===== src/rtl/wave_gen_pkg.sv =====
// Shared types and default parameter values for the waveform generator.
package wave_gen_pkg;

    typedef enum logic [1:0] {
        MODE_SQUARE = 2'd0,
        MODE_SAW    = 2'd1,
        MODE_TRI    = 2'd2,
        MODE_SINE   = 2'd3
    } mode_e;

    localparam int DATA_W_DEF  = 8;
    localparam int PHASE_W_DEF = 16;
    localparam int DIV_W_DEF   = 8;
    localparam int SHIFT_DEF   = 3;
    localparam int AMP_DEF     = 120;

endpackage


===== src/rtl/wave_gen_if.sv =====
// Frequency-word valid/ready handshake between a controller and wave_gen.
interface wave_gen_if
    import wave_gen_pkg::*;
#(
    parameter int PHASE_W = PHASE_W_DEF
) ();

    logic [PHASE_W-1:0] freq_word;
    logic               freq_valid;
    logic               freq_ready;

    modport master (output freq_word, output freq_valid, input  freq_ready);
    modport slave  (input  freq_word, input  freq_valid, output freq_ready);

endinterface


===== src/rtl/wave_gen_osc.sv =====
// Coupled-form sine/cos oscillator; advances one step per step pulse.
module wave_gen_osc
    import wave_gen_pkg::*;
#(
    parameter int DATA_W = DATA_W_DEF,
    parameter int SHIFT  = SHIFT_DEF,
    parameter int AMP    = AMP_DEF
) (
    input  logic                     clk,
    input  logic                     reset,
    input  logic                     step,
    input  logic                     clear,
    output logic signed [DATA_W-1:0] sine,
    output logic signed [DATA_W-1:0] cos
);

    localparam logic signed [DATA_W-1:0] AMP_V = DATA_W'(AMP);

    logic signed [DATA_W-1:0] sine_nxt;
    logic signed [DATA_W-1:0] cos_nxt;

    // cos uses the freshly updated sine, which keeps the orbit from spiralling out
    always_comb begin
        sine_nxt = sine + (cos >>> SHIFT);
        cos_nxt  = cos - (sine_nxt >>> SHIFT);
    end

    always_ff @(posedge clk or posedge reset) begin
        if (reset) begin
            sine <= '0;
            cos  <= AMP_V;
        end else if (clear) begin
            sine <= '0;
            cos  <= AMP_V;
        end else if (step) begin
            sine <= sine_nxt;
            cos  <= cos_nxt;
        end
    end

endmodule


===== src/rtl/wave_gen.sv =====
// Waveform generator: phase accumulator with double-buffered frequency word,
// square/saw/triangle/sine output and clock divider. Triangle needs WAVE_GEN_TRIANGLE_EN.
module wave_gen
    import wave_gen_pkg::*;
#(
    parameter int DATA_W  = DATA_W_DEF,
    parameter int PHASE_W = PHASE_W_DEF,
    parameter int DIV_W   = DIV_W_DEF,
    parameter int SHIFT   = SHIFT_DEF,
    parameter int AMP     = AMP_DEF
) (
    input  logic              clk,
    input  logic              reset,
    input  logic              enable,
    input  logic              sync_clr,
    input  logic [1:0]        mode,
    wave_gen_if.slave         freq_if,
    input  logic [DIV_W-1:0]  div_ratio,
    output logic              clk_div,
    output logic [DATA_W-1:0] wave,
    output logic [DATA_W-1:0] sine,
    output logic [DATA_W-1:0] cos,
    output logic              wrap
);

    logic [PHASE_W-1:0]       phase;
    logic [PHASE_W-1:0]       active_word;
    logic [PHASE_W-1:0]       pend_word;
    logic                     pending;
    logic [PHASE_W:0]         sum;
    logic                     carry;
    logic                     accept;
    logic                     activate;
    logic [DATA_W-1:0]        wave_nxt;
    logic [DIV_W-1:0]         div_cnt;
    logic signed [DATA_W-1:0] osc_sine;
    logic signed [DATA_W-1:0] osc_cos;

    assign sum                = {1'b0, phase} + {1'b0, active_word};
    assign carry              = enable && !sync_clr && sum[PHASE_W];
    assign accept             = freq_if.freq_valid && !pending;
    // A stalled or zero-rate accumulator would never carry, so swap immediately
    assign activate           = pending && !sync_clr && (carry || !enable || active_word == '0);
    assign freq_if.freq_ready = !pending;

    always_ff @(posedge clk or posedge reset) begin
        if (reset) begin
            phase <= '0;
            wrap  <= 1'b0;
        end else if (sync_clr) begin
            phase <= '0;
            wrap  <= 1'b0;
        end else if (enable) begin
            phase <= sum[PHASE_W-1:0];
            wrap  <= sum[PHASE_W];
        end else begin
            wrap  <= 1'b0;
        end
    end

    always_ff @(posedge clk or posedge reset) begin
        if (reset) begin
            active_word <= '0;
            pend_word   <= '0;
            pending     <= 1'b0;
        end else if (activate) begin
            active_word <= pend_word;
            pending     <= 1'b0;
        end else if (accept) begin
            pend_word   <= freq_if.freq_word;
            pending     <= 1'b1;
        end
    end

    always_comb begin
        wave_nxt = phase[PHASE_W-1 -: DATA_W];
        case (mode_e'(mode))
            MODE_SQUARE: wave_nxt = phase[PHASE_W-1] ? '0 : '1;
            MODE_SAW:    wave_nxt = phase[PHASE_W-1 -: DATA_W];
`ifdef WAVE_GEN_TRIANGLE_EN
            MODE_TRI:    wave_nxt = phase[PHASE_W-2 -: DATA_W] ^ {DATA_W{phase[PHASE_W-1]}};
`else
            MODE_TRI:    wave_nxt = phase[PHASE_W-1 -: DATA_W];
`endif
            MODE_SINE:   wave_nxt = osc_sine;
            default:     wave_nxt = phase[PHASE_W-1 -: DATA_W];
        endcase
    end

    always_ff @(posedge clk or posedge reset) begin
        if (reset) wave <= '0;
        else       wave <= wave_nxt;
    end

    wave_gen_osc #(
        .DATA_W (DATA_W),
        .SHIFT  (SHIFT),
        .AMP    (AMP)
    ) u_osc (
        .clk    (clk),
        .reset  (reset),
        .step   (wrap),
        .clear  (sync_clr),
        .sine   (osc_sine),
        .cos    (osc_cos)
    );

    assign sine = osc_sine;
    assign cos  = osc_cos;

    // Down-counter starts at 0 so the first edge after reset toggles clk_div
    always_ff @(posedge clk or posedge reset) begin
        if (reset) begin
            div_cnt <= '0;
            clk_div <= 1'b0;
        end else if (div_cnt == '0) begin
            div_cnt <= div_ratio;
            clk_div <= ~clk_div;
        end else begin
            div_cnt <= div_cnt - 1'b1;
        end
    end

endmodule


===== src/flat_wrapper.sv =====
// flat-port wrapper written by rule: the top's interface ports become plain ports
module wave_gen_flat import wave_gen_pkg::*;
#(
    parameter int DATA_W  = DATA_W_DEF,
    parameter int PHASE_W = PHASE_W_DEF,
    parameter int DIV_W   = DIV_W_DEF,
    parameter int SHIFT   = SHIFT_DEF,
    parameter int AMP     = AMP_DEF
)
  (clk, reset, enable, sync_clr, mode, div_ratio, clk_div, wave, sine, cos, wrap, freq_if_freq_word, freq_if_freq_valid, freq_if_freq_ready);
  wave_gen_if #(.PHASE_W(PHASE_W)) freq_if_i ();
  input  logic clk;
  input  logic reset;
  input  logic enable;
  input  logic sync_clr;
  input  logic [1:0] mode;
  input  logic [DIV_W-1:0] div_ratio;
  output logic clk_div;
  output logic [DATA_W-1:0] wave;
  output logic [DATA_W-1:0] sine;
  output logic [DATA_W-1:0] cos;
  output logic wrap;
  input wire logic [$bits(freq_if_i.freq_word)-1:0] freq_if_freq_word;
  input wire logic [$bits(freq_if_i.freq_valid)-1:0] freq_if_freq_valid;
  output wire logic [$bits(freq_if_i.freq_ready)-1:0] freq_if_freq_ready;
  assign freq_if_i.freq_word = freq_if_freq_word;
  assign freq_if_i.freq_valid = freq_if_freq_valid;
  assign freq_if_freq_ready = freq_if_i.freq_ready;
  wave_gen #(.DATA_W(DATA_W), .PHASE_W(PHASE_W), .DIV_W(DIV_W), .SHIFT(SHIFT), .AMP(AMP)) u_core (.clk(clk), .reset(reset), .enable(enable), .sync_clr(sync_clr), .mode(mode), .freq_if(freq_if_i), .div_ratio(div_ratio), .clk_div(clk_div), .wave(wave), .sine(sine), .cos(cos), .wrap(wrap));
endmodule

===== config.mk =====
export PLATFORM = sky130hd
export DESIGN_NAME = wave_gen_flat
export DESIGN_NICKNAME = d
export VERILOG_FILES = /design/src/rtl/wave_gen_pkg.sv /design/src/rtl/wave_gen_if.sv /design/src/rtl/wave_gen_osc.sv /design/src/rtl/wave_gen.sv /design/src/flat_wrapper.sv
export SDC_FILE = /design/constraint.sdc
export NUM_CORES = 1
export LEC_CHECK = 0
export ABC_AREA = 1
export CORE_ASPECT_RATIO = 1.4
export CORE_MARGIN = 1
export CORE_UTILIZATION = 40
export CTS_CLUSTER_SIZE = 30
export DETAILED_ROUTE_END_ITERATION = 8
export GPL_ROUTABILITY_DRIVEN = 0
export PLACE_DENSITY = 0.58
export SYNTH_ARGS = -nofsm -noshare
export SYNTH_HDL_FRONTEND = slang
export SYNTH_SLANG_ARGS = --single-unit

===== constraint.sdc =====
create_clock -name clk -period 7.8 [get_ports clk]
set_clock_uncertainty 0.15 [all_clocks]
set_input_delay 1.95 -clock clk [delete_from_list [all_inputs] [get_ports clk]]
set_output_delay 1.95 -clock clk [all_outputs]
set_load 0.005 [all_outputs]

==> Word-level counts from Yosys, hierarchy flattened <==
Index checks and enable logic that the tools add are counted.
{ "word_totals": {"ff_bits": 83, "latchBits": 0, "mem_bits_rw": 0, "rom_bits": 0, "input_bits": 31, "output_inout_bits": 27, "word_cells": 50, "memories": 0} }
{ "classes": {"addsub": 4, "multipliers": 0, "n_div": 0, "order_cmp": 0, "eq_ne": 3, "shift": 0, "mux": 13, "bitwise": 2, "reduce_logical": 18} }
{ "op_table": {"columns": ["operator", "count"], "rows": [
  ["8-bit two-way mux", 6],
  ["16-bit two-way mux", 2],
  ["8-bit one-hot mux with 3 select lines", 1],
  ["16-bit by 16-bit adder with 17-bit output", 1],
  ["16-bit zero test", 1],
  ["8-bit by 5-bit adder with 8-bit output", 1],
  ["8-bit zero test", 1],
  ["8-bit by 1-bit subtractor with 8-bit output, second input constant", 1],
  ["8-bit by 5-bit subtractor with 8-bit output", 1],
  ["2-bit nonzero test", 3],
  ["1-bit logical AND", 5],
  ["2-bit == test, second input constant", 2],
  ["1-bit two-way mux", 4],
  ["1-bit zero test", 3],
  ["2-bit by 1-bit == test with 1-bit output, second input constant", 1],
  ["2-bit zero test", 1],
  ["1-bit logical OR", 2],
  ["1-bit NOT", 2],
  ["2-bit AND reduction", 1],
  ["2-bit OR reduction", 1]
]} }

==> Logic depth before layout (Yosys ltp) <==
Gate-level depths: netlist (run 1).
{ "logic_depth": {"depth_word": 8, "ltp_mapped": 18, "ltp_nobuf": 18} }

==> By module <==
A second synthesis (run 1) with hierarchy kept.
{ "unflattened": {"cells_unflattened": 595, "hier_area_um2": 4810.9} }
{ "modules_own_cells": {"columns": ["module", "n_inst", "cells_each", "area_per_inst_um2", "seq_area_each_um2"], "rows": [
  ["wave_gen", 1, 443, 3619.7, 1676.6],
  ["wave_gen_osc", 1, 152, 1191.1, 405.4]
]} }

==> Worst setup path after synthesis (run 1) <==
Ideal clock, no wire load.
{ "synth_timing": {"path_kind": "in2reg", "start": "input sync_clr", "end": "register u_core.active_word[0]", "setup_time_ns": 0.066, "arrival_ns": 2.877, "required_time_ns": 7.584, "path_slack_ns": 4.707, "stages": 5, "path_buffers": 2, "path_cell_list": "buf_2 -> nor2_2 -> clkbuf_1 -> nand3_1 -> nand2_1"} }
{ "synth_between": {"elab_chain_cells": 6, "elab_cells_between_ends": 7, "classes_between": "7 x reduce/logical"} }
{ "synth_rtl": {"columns": ["item", "line", "source"], "rows": [
  ["start, declared", "flat_wrapper.sv:15", "input logic sync_clr;"],
  ["1-bit zero test (*)", "wave_gen.sv:40, wave_gen.sv:43", null],
  ["1-bit logical AND (2 in series)", "wave_gen.sv:40", "assign carry = enable && !sync_clr && sum[PHASE_W];"],
  ["1-bit logical OR (2 in series)", "wave_gen.sv:43", "assign activate = pending && !sync_clr && (carry || !enable || active_word == '0);"],
  ["1-bit logical AND (*)", "wave_gen.sv:43", null],
  ["end signal, assigned", "wave_gen.sv:67", "active_word <= pend_word;"],
  ["end, declared", "wave_gen.sv:27", "logic [PHASE_W-1:0] active_word;"]
]} }
Every way passes the cells marked *; elsewhere a longest branch is shown, timed or not.
A chain may end at the register's enable or synchronous reset.

==> Worst setup path after layout (run 1) <==
{ "layout_timing": {"start": "input sync_clr", "end": "register u_core.phase[1]"} }
{ "layout_between": {"elab_chain_cells": 1, "elab_cells_between_ends": 2, "classes_between": "1 x mux; 1 x reduce/logical"} }
{ "layout_rtl": {"columns": ["item", "line", "source"], "rows": [
  ["16-bit two-way mux or 2-bit nonzero test (tied branches)", null, null],
  ["end signal, assigned", "wave_gen.sv:54", "phase <= sum[PHASE_W-1:0];"],
  ["end, declared", "wave_gen.sv:26", "logic [PHASE_W-1:0] phase;"]
]} }
Parallel ways exist; a longest one is shown, timed or not.

==> impl_metrics.ini, run 1 <==
[cts]
worstSkewPairLatency_ns = 0.34
cts_resized = 0
clk_pin_slew_worst_paths_ns = 0.06
clockBufferDepth = 2
clock_sinks = 83
post_cts_buffers = 0
cts_tree = done
cts_hold_buf = 0
numCtsBuffers = 9
cts_root_buffer = clkbuf_16
htree_levels = 3

[yosys]
synth_cell_types = 48
synth_top_area_share_pct = 41.3
synth_nets = 603
synth_area_per_cell_um2 = 8.88
synth_top_family_by_area = simple AND/OR/NAND/NOR gates
muxShareOfSynthArea_pct = 3.76
ys_seq_area_share_pct = 43.5
syn_area_um2 = 4790
yosys.area_share.simple_pct = 22.0
ys_seq_elements = 83
yosysTopAreaCell = dfrtp_1
synthTopCellsByArea = dfrtp_1 41%, nand2_1 8.2%, ha_1 7.8%, inv_1 5.5%, mux2_2 3.8%
synth-adder-area-share_pct = 9.10
synth_compound_area_share_pct = 12.2
yosysWarnings = 0
synth_common_cells = 104 x nand2_1, 79 x dfrtp_1, 70 x inv_1
synth-xor-area-share_pct = 2.72
synth-edff-count = 0
synth_cells = 539
async_flop_share_pct = 100
ys.flop_type = dfrtp_1
synth.most_common_cell = nand2_1

[setup_path]
cp-start-kind = input pin
crit_end = u_core.phase[1]$_DFFE_PP0P_
arrival_ns = 3.80
required_ns = 7.90
r2r_end = u_core.u_osc.cos[6]$_DFFE_PP1P_
startpoint = sync_clr
rr_startpoint = u_core.u_osc.sine[0]$_DFFE_PP0P_
end_kind = flop
r2r_cells = 16
path_cells = clkdlybuf4s50_1 > nor2_1 > inv_1 > o22ai_1
path_class = input pin to flop
path_max_fanout = 10
r2r_slack_ns = 4.50
slowest_delay_ns = 0.68
slowest_stage = nor2_1

[finish]
syn_to_final_growth_pct = 21.4
drive_gt1_share_pct = 13.8
n_antenna_cell = 0
nets = 666

[power_and_ir_drop]
power.density_nw_per_um2 = 280
p_leak_uw = 0.00278
ir_drop_uv = 156

[place]
dp_hpwl_um = 8580
io_buffer_count = 57

[global_routing]
antenna_found_initial = 0
grt_max_degree = 84
grt_pass1_vias = 3833
track_usage_pct = 19.6
gr-total-overflow = 0
grt_first_pass_wirelength_um = 18600

[sta]
setup_viol = 0
finalHoldViolCount = 0
tightest_slew_ns = 1.06
relSlewSlack_pct = 29.5
period_share_pct = 47.5
rsz0062_at_grt = false
hold_slack_ns = 0.321
fin_setup_tns_ns = 0
finalMaxSlewViolations = 0
post-route-min-period_ns = 3.70
fmax_mhz = 270

[die]
num_rows = 46
io_pins = 58
start_util_pct = 41.6
core_area_um2 = 11500
dieArea_um2 = 12400
die-width_um = 94.5
die_h_um = 131

[routing]
vias = 3891
wire_per_inst_um = 14.7
drt-total-wl_um = 11100
drtPass1Iterations = 4
drcViolationCount = 0
routed_via_density = 5.18
postRouteAntennaNets = 0
first_iter_violations = 131

[run]
maxCapViolCount = 0

[hold_path]
hold_class = flop to flop

[status]
run_status = finished, final reports clean
## report_power, final
part | internal (uW) | total [uW] | leakage (uW) | switching, uW
logic | 238 | 540 | 0.00159 | 303
clock network | 258 | 433 | 0.000142 | 175
registers | 552 | 653 | 0.00105 | 102
total | 1050 | 1630 | 0.00278 | 579
## cells by family after synthesis
logic type	Yosys count
adders and majority gates	33
DFF	83
xor gates and xnor gates	14
and+or+nand+nor	212
buffers and inverters	81
AOI/OAI and AO/OA	100
muxes	16
## state kept, by name, summed over array words and instances (netlist names)
register	flops
u_core.active_word	16
u_core.clk_div	1
u_core.div_cnt	8
u_core.pend_word	16
u_core.pending	1
u_core.phase	16
u_core.u_osc.cos	8
u_core.u_osc.sine	8
u_core.wave	8
u_core.wrap	1
## area by class of cell
class	count	area [um2]
Clock inverter	5	62.6
Tap cell	144	180
Clock buffer	11	243
Multi-Input combinational cell	375	2380
Sequential cell	83	2080
Inverter	75	283
Timing Repair Buffer	58	578
Fill cell	1103	5700
## cell usage in the layout, fill, tap and decap left out, types with 9 or more instances in the layout
master	synthesis	final
inv_1	70	69
clkdlybuf4s50_1	0	57
o22ai_1	15	15
nand2_1	104	104
nand2_2	20	20
clkbuf_16	0	9
dfrtp_1	79	79
nand3_1	35	35
o21ai_0	33	33
ha_1	30	30
a21oi_1	28	28
mux2_2	16	16
nor2_1	23	23
## routing by layer
layer  up-vias  global-route usage [%]  wire length (um)
met5         -                       0                 0
met4         0                    10.2               383
met3        27                    2.66               328
met2        89                    34.0              5830
met1      1850                    23.0              4510
li1       1925                       -                 -
## worst max-delay path: cells and delay by family
family / cells / cell delay (ns)
AOI/OAI and AO/OA: 1 / 0.22
buffers and inverters: 2 / 0.95
and+or+nand+nor: 1 / 0.68
## metrics by stage
stage	utilization (%)	setup slack, ns	cells	power, uW	instance area (um2)
2_1_floorplan	-	3.57	539	1030	4790
3_3_place_gp	47.8	3.82	735	1190	5510
3_5_place_dp	47.8	3.75	735	1200	5510
4_1_cts	50.5	4.10	751	1640	5810
5_1_grt	50.5	3.96	751	1740	5810
6_report	50.5	4.10	751	1630	5810
## worst min-delay path by stage
| stage | startpoint | to | cells past startpoint |
|---|---|---|---|
| 5_1_grt | u_core.clk_div$_DFFE_PP0P_ | u_core.clk_div$_DFFE_PP0P_ | 1 |
| 3_3_place_gp | u_core.clk_div$_DFFE_PP0P_ | u_core.clk_div$_DFFE_PP0P_ | 1 |
| 6_report | u_core.clk_div$_DFFE_PP0P_ | u_core.clk_div$_DFFE_PP0P_ | 1 |
| 4_1_cts | u_core.clk_div$_DFFE_PP0P_ | u_core.clk_div$_DFFE_PP0P_ | 1 |
| 2_1_floorplan | u_core.div_cnt[0]$_DFF_PP0_ | u_core.div_cnt[0]$_DFF_PP0_ | 1 |
| 3_5_place_dp | u_core.clk_div$_DFFE_PP0P_ | u_core.clk_div$_DFFE_PP0P_ | 1 |
Note: power is estimated with default switching activity, not from simulation.
==> run 2: changes to the inputs <==
--- a/config.mk
+++ b/config.mk
@@ -12,7 +12,7 @@
 export CTS_CLUSTER_SIZE = 30
 export DETAILED_ROUTE_END_ITERATION = 8
 export GPL_ROUTABILITY_DRIVEN = 0
-export PLACE_DENSITY = 0.58
+export PLACE_DENSITY = 0.6
 export SYNTH_ARGS = -nofsm -noshare
 export SYNTH_HDL_FRONTEND = slang
 export SYNTH_SLANG_ARGS = --single-unit
==> constraint.sdc (replaced) <==
create_clock -name clk -period 3.21 [get_ports clk]
set_clock_uncertainty 0.15 [all_clocks]
set_input_delay 0.8025 -clock clk [delete_from_list [all_inputs] [get_ports clk]]
set_output_delay 0.8025 -clock clk [all_outputs]
set_load 0.005 [all_outputs]
==> impl_metrics.ini, run 2 (same netlist as run 1, synthesis figures left out) <==
[finish]
drive_gt1_share_pct = 17.1
final_cell_mix = 104 x nand2_1, 79 x dfrtp_1, 69 x inv_1, 57 x clkdlybuf4s50_1, 35 x nand3_1
n_antenna_cell = 0
syn_to_final_growth_pct = 24.9
final_common_cell = nand2_1
reg_top3 = u_core.active_word (16), u_core.pend_word (16), u_core.phase (16)
nets = 680

[cts]
clock_sinks = 83
cts_tree = done
cts_root_buffer = clkbuf_16
clockBufferDepth = 2
htree_levels = 3
clk_pin_slew_worst_paths_ns = 0.06
numCtsBuffers = 9
worstSkewPairLatency_ns = 0.34

[setup_path]
critPathTopFamily = simple AND/OR/NAND/NOR gates
slowest_delay_ns = 0.61
rr_startpoint = u_core.u_osc.cos[4]$_DFFE_PP1P_
crit_top_cell = nand2_1
required_ns = 3.29
cp-start-kind = flop
path_class = flop to flop
arrival_ns = 3.12
end_kind = flop
slowest_stage = dfstp_2
critPathBufInv = 0
startpoint = u_core.u_osc.cos[4]$_DFFE_PP1P_
path_cells = ha_1 > nand3_1 > nand2_2 > a31oi_2 > xor2_1 > ha_1 > nand2_1 > nor2_1 > a211oi_1 > or2_2 > nor2_4 > nand2_1 > nand3_1 > nand2_1 > nand3_1 > nand2_1
path_max_fanout = 6

[global_routing]
grt_pass1_vias = 3910
track_usage_pct = 18.6
gr-total-overflow = 0
grt_first_pass_wirelength_um = 18100
grt_max_degree = 43
antenna_found_initial = 0

[power_and_ir_drop]
ir_drop_uv = 408
power.density_nw_per_um2 = 664
p_leak_uw = 0.00286
total_power_uw = 3970

[die]
die-width_um = 94.5
start_util_pct = 41.6
io_pins = 58
die_h_um = 131
dieArea_um2 = 12400
num_rows = 46
core_area_um2 = 11500

[routing]
vias = 3921
routed_via_density = 5.13
wire_per_inst_um = 14.0
drcViolationCount = 0
drtPass1Iterations = 5
postRouteAntennaNets = 0
drt-total-wl_um = 10700
first_iter_violations = 123

[sta]
setup_viol = 0
hold_slack_ns = 0.320
tightest_slew_ns = 0.803
period_share_pct = 94.9
relSlewSlack_pct = 46.3
fmax_mhz = 328
post-route-min-period_ns = 3.05
finalHoldViolCount = 0
rsz0062_at_grt = true
finalMaxSlewViolations = 0

[hold_path]
hold_class = flop to flop
hp-start = u_core.clk_div$_DFFE_PP0P_

[run]
maxCapViolCount = 0

[status]
run_status = finished, final reports clean

[place]
dp_hpwl_um = 8350
io_buffer_count = 57
==> run 2: cell types whose count changed in the layout (fill, tap and decap cells not counted), moves of 2 or more <==
| cell | before | now |
|---|---|---|
| buf_4 | 1 | 14 |
| clkinv_4 | 2 | 0 |
| clkinvlp_4 | 2 | 0 |
| ha_1 | 30 | 28 |
| ha_4 | 0 | 2 |
| inv_6 | 0 | 4 |
==> run 2: power breakdown <==
part           internal [uW]  switching [uW]  leakage [uW]
Clock                    618             446      0.000153
Combinational            599             737       0.00166
Sequential              1340             229       0.00105
==> run 2: worst register-to-register path, delay by kind of cell, from the launching register on <==
kind | cells | cell delay [ns]
AND/OR/NAND/NOR | 11 | 1.17
flip-flops | 1 | 0.61
adder cells (fa/ha/maj) | 2 | 0.50
XOR/XNOR | 1 | 0.27
AO/OA/AOI/OAI | 2 | 0.24
==> run 2: path summary, 6_finish.rpt <==
| path | cells after the start | to | slack (ns) |
|---|---|---|---|
| worst max-delay path | 16 | u_core.u_osc.cos[7]$_DFFE_PP0P_ | 0.16 |
| max in group asynchronous | 3 | u_core.div_cnt[4]$_DFF_PP0_ | 1.65 |
| worst max register to register | 16 | u_core.u_osc.cos[7]$_DFFE_PP0P_ | 0.16 |
| worst min register to register | 1 | u_core.clk_div$_DFFE_PP0P_ | 0.32 |
| min in group asynchronous | 2 | u_core.u_osc.cos[2]$_DFFE_PP0P_ | 0.67 |
| worst min-delay path | 1 | u_core.clk_div$_DFFE_PP0P_ | 0.32 |
==> run 2: layout make-up <==
cell class,count,area (um2)
well taps,144,180
flip-flops and latches,83,2080
clock buffers,9,225
clock inverters,7,81.3
inverters,75,283
fillers,1091,5530
repair buffers,72,696
multi-input cells,375,2430
==> run 2: metrics by stage <==
stage	setup TNS [ns]	area, um2	util (%)	worst slack, ns	cells
final	0	5980	52.0	0.164	765
after global routing	-0.0530	5980	52.0	-0.0399	765
after CTS	0	5870	51.0	0.0829	757
after detailed placement	0	5560	48.3	0.0893	741
after global placement	0	5560	48.3	0.224	741
after floorplan	0	4790	-	0.127	539
==> run 2: layer usage <==
metal	GRT usage [%]	share of wire [%]
met5	0	0
met4	7.24	2.4
met3	3.13	3.0
met2	33.1	53
met1	21.8	42
==> run 2: what timing repair did <==
| action | 4_1_cts | 5_1_grt |
|---|---|---|
| buffers inserted | 0 | 8 |
| gates resized for setup | 0 | 8 |
| hold buffers | 0 | 0 |
| endpoints found under the setup margin | 0 | 3 |
==> edit (settings of run 1) <==
Add a define of `WAVE_GEN_TRIANGLE_EN`.
--- a/src/rtl/wave_gen.sv
+++ b/src/rtl/wave_gen.sv
@@ -2,2 +2,4 @@
 // square/saw/triangle/sine output and clock divider. Triangle needs WAVE_GEN_TRIANGLE_EN.
+`define WAVE_GEN_TRIANGLE_EN
+
 module wave_gen
Behaviour: not the same (a bounded check fails within 10 cycles, from zero or initial values and one cycle with reset high).
==> edit against run 1 <==
Die area increased by 1.3%; sequential cell count stayed put; area after synthesis grew 1.3%; utilization fell by 0.63 points; worst setup slack better by 100 ps; power up 0.86%; wire length down 3.0%; cell area is 1.4% higher; critical path type unchanged.
==> edit: results (changes against run 1) <==
* Final net count at 676 (+1.5%)
* Met2 Resource Use GR at 34.77% (+0.79 points)
* Global-route track usage on met3 at 3.345% (+0.68 points)
* WP data arrival at 3670 ps (-130 ps)
* Share of layout cells above drive strength 1 at 14.59% (+0.75 points)
* # hold bufs at CTS at 0 (unchanged)
* R2R Setup Slk at 4460 ps (-40 ps)
* Dpl hpwl at 8436 um (-1.7%)
* #MultiIn Comb at 397 (+5.9%)
* Area of the multi-input gates at 2491 um^2 (+4.5%)
* Invs w/o clock at 63 (-16%)
* Vias in the first global route at 4023 (+5.0%)
* Clock buf/inv share at 5.180% (-0.072 points)
* Seq area share at 35.33% (-0.49 points)
* DRT iter0 DRCs at 134 (+2.3%)
* Syn_nets at 612 (+1.5%)
* Sequential element share of the synthesized area at 42.94% (-0.55 points)
* Worst-Margin Slew at 1053 ps (-3.465 ps)
* Global-route wire length before repair at 18320 um (-1.6%)
* Non-CTS buffers at 60 (+3.4%)
* Metal1 wirelength at 4411 um (-2.2%)
* Vias per inst at 5.088 (-1.8%)
* WHS at 310.6 ps (-10.82 ps)
* Met1 usage at 21.05% (-1.9 points)
* Leakage at 2.766 nW (-0.34%)
* Met2 wire length at 5791 um (-0.63%)
* Slowest-stage cell, CP: nor2_2
* Filler cell count at 1131 (+2.5%)
* Area contributors post-synth: dfrtp_1 (41%), nand2_1 (9.5%), ha_1 (7.2%), inv_1 (4.4%), nand3_1 (3.7%)
* Max incr delay on CP at 640 ps (-40 ps)
* Final Hold Fails at 0 (unchanged)
* Internal power at 1.075 mW (+2.6%)
* CP max FO at 17 (+7)
* Status: finished, final reports clean
* NonClk Buf Share at 10.06% (+0.12 points)
-- edit: cells by family after synthesis --
kind of cell    after synthesis  share of synthesized area [%]
fa+ha+maj                    31                          8.465
simple gates                232                          23.41
xor+xnor                     18                          3.407
flops                        83                          42.94
mux                          16                          3.716
compound gates              100                          12.39
buf+inv                      70                          5.677
-- edit: metrics by stage --
stage / cell area (um^2) / cells / util (%) / power, mW / setup WS, ps
floorplan: 4848 / 550 / - / 1.040 / 3570
global placement: 5588 / 750 / 47.27 / 1.195 / 3881
detailed placement: 5588 / 750 / 47.27 / 1.213 / 3869
CTS: 5893 / 764 / 49.86 / 1.661 / 4178
global route: 5893 / 764 / 49.86 / 1.769 / 4078
finish: 5893 / 764 / 49.86 / 1.640 / 4198
-- edit: worst max path at each step --
stage / startpoint / to / slack [ps] / cells after the start
after floorplan: reset / u_core.active_word[0]$_DFFE_PP0P_ / 3570 / 1
after global placement: sync_clr / u_core.pending$_DFFE_PP0P_ / 3880 / 4
after detailed placement: sync_clr / u_core.pending$_DFFE_PP0P_ / 3870 / 4
after CTS: u_core.u_osc.cos[4]$_DFFE_PP1P_ / cos[4] / 4180 / 1
after global routing: sync_clr / u_core.active_word[11]$_DFFE_PP0P_ / 4080 / 5
final: sync_clr / u_core.active_word[14]$_DFFE_PP0P_ / 4200 / 5
-- edit: power by group through the flow --
| stage | clock (mW) | sequential, mW | combinational (mW) |
|---|---|---|---|
| 2_1_floorplan | 0 | 0.633 | 0.407 |
| 3_3_place_gp | 0 | 0.665 | 0.530 |
| 3_5_place_dp | 0 | 0.667 | 0.546 |
| 4_1_cts | 0.450 | 0.662 | 0.548 |
| 5_1_grt | 0.468 | 0.680 | 0.621 |
| 6_report | 0.438 | 0.661 | 0.542 |
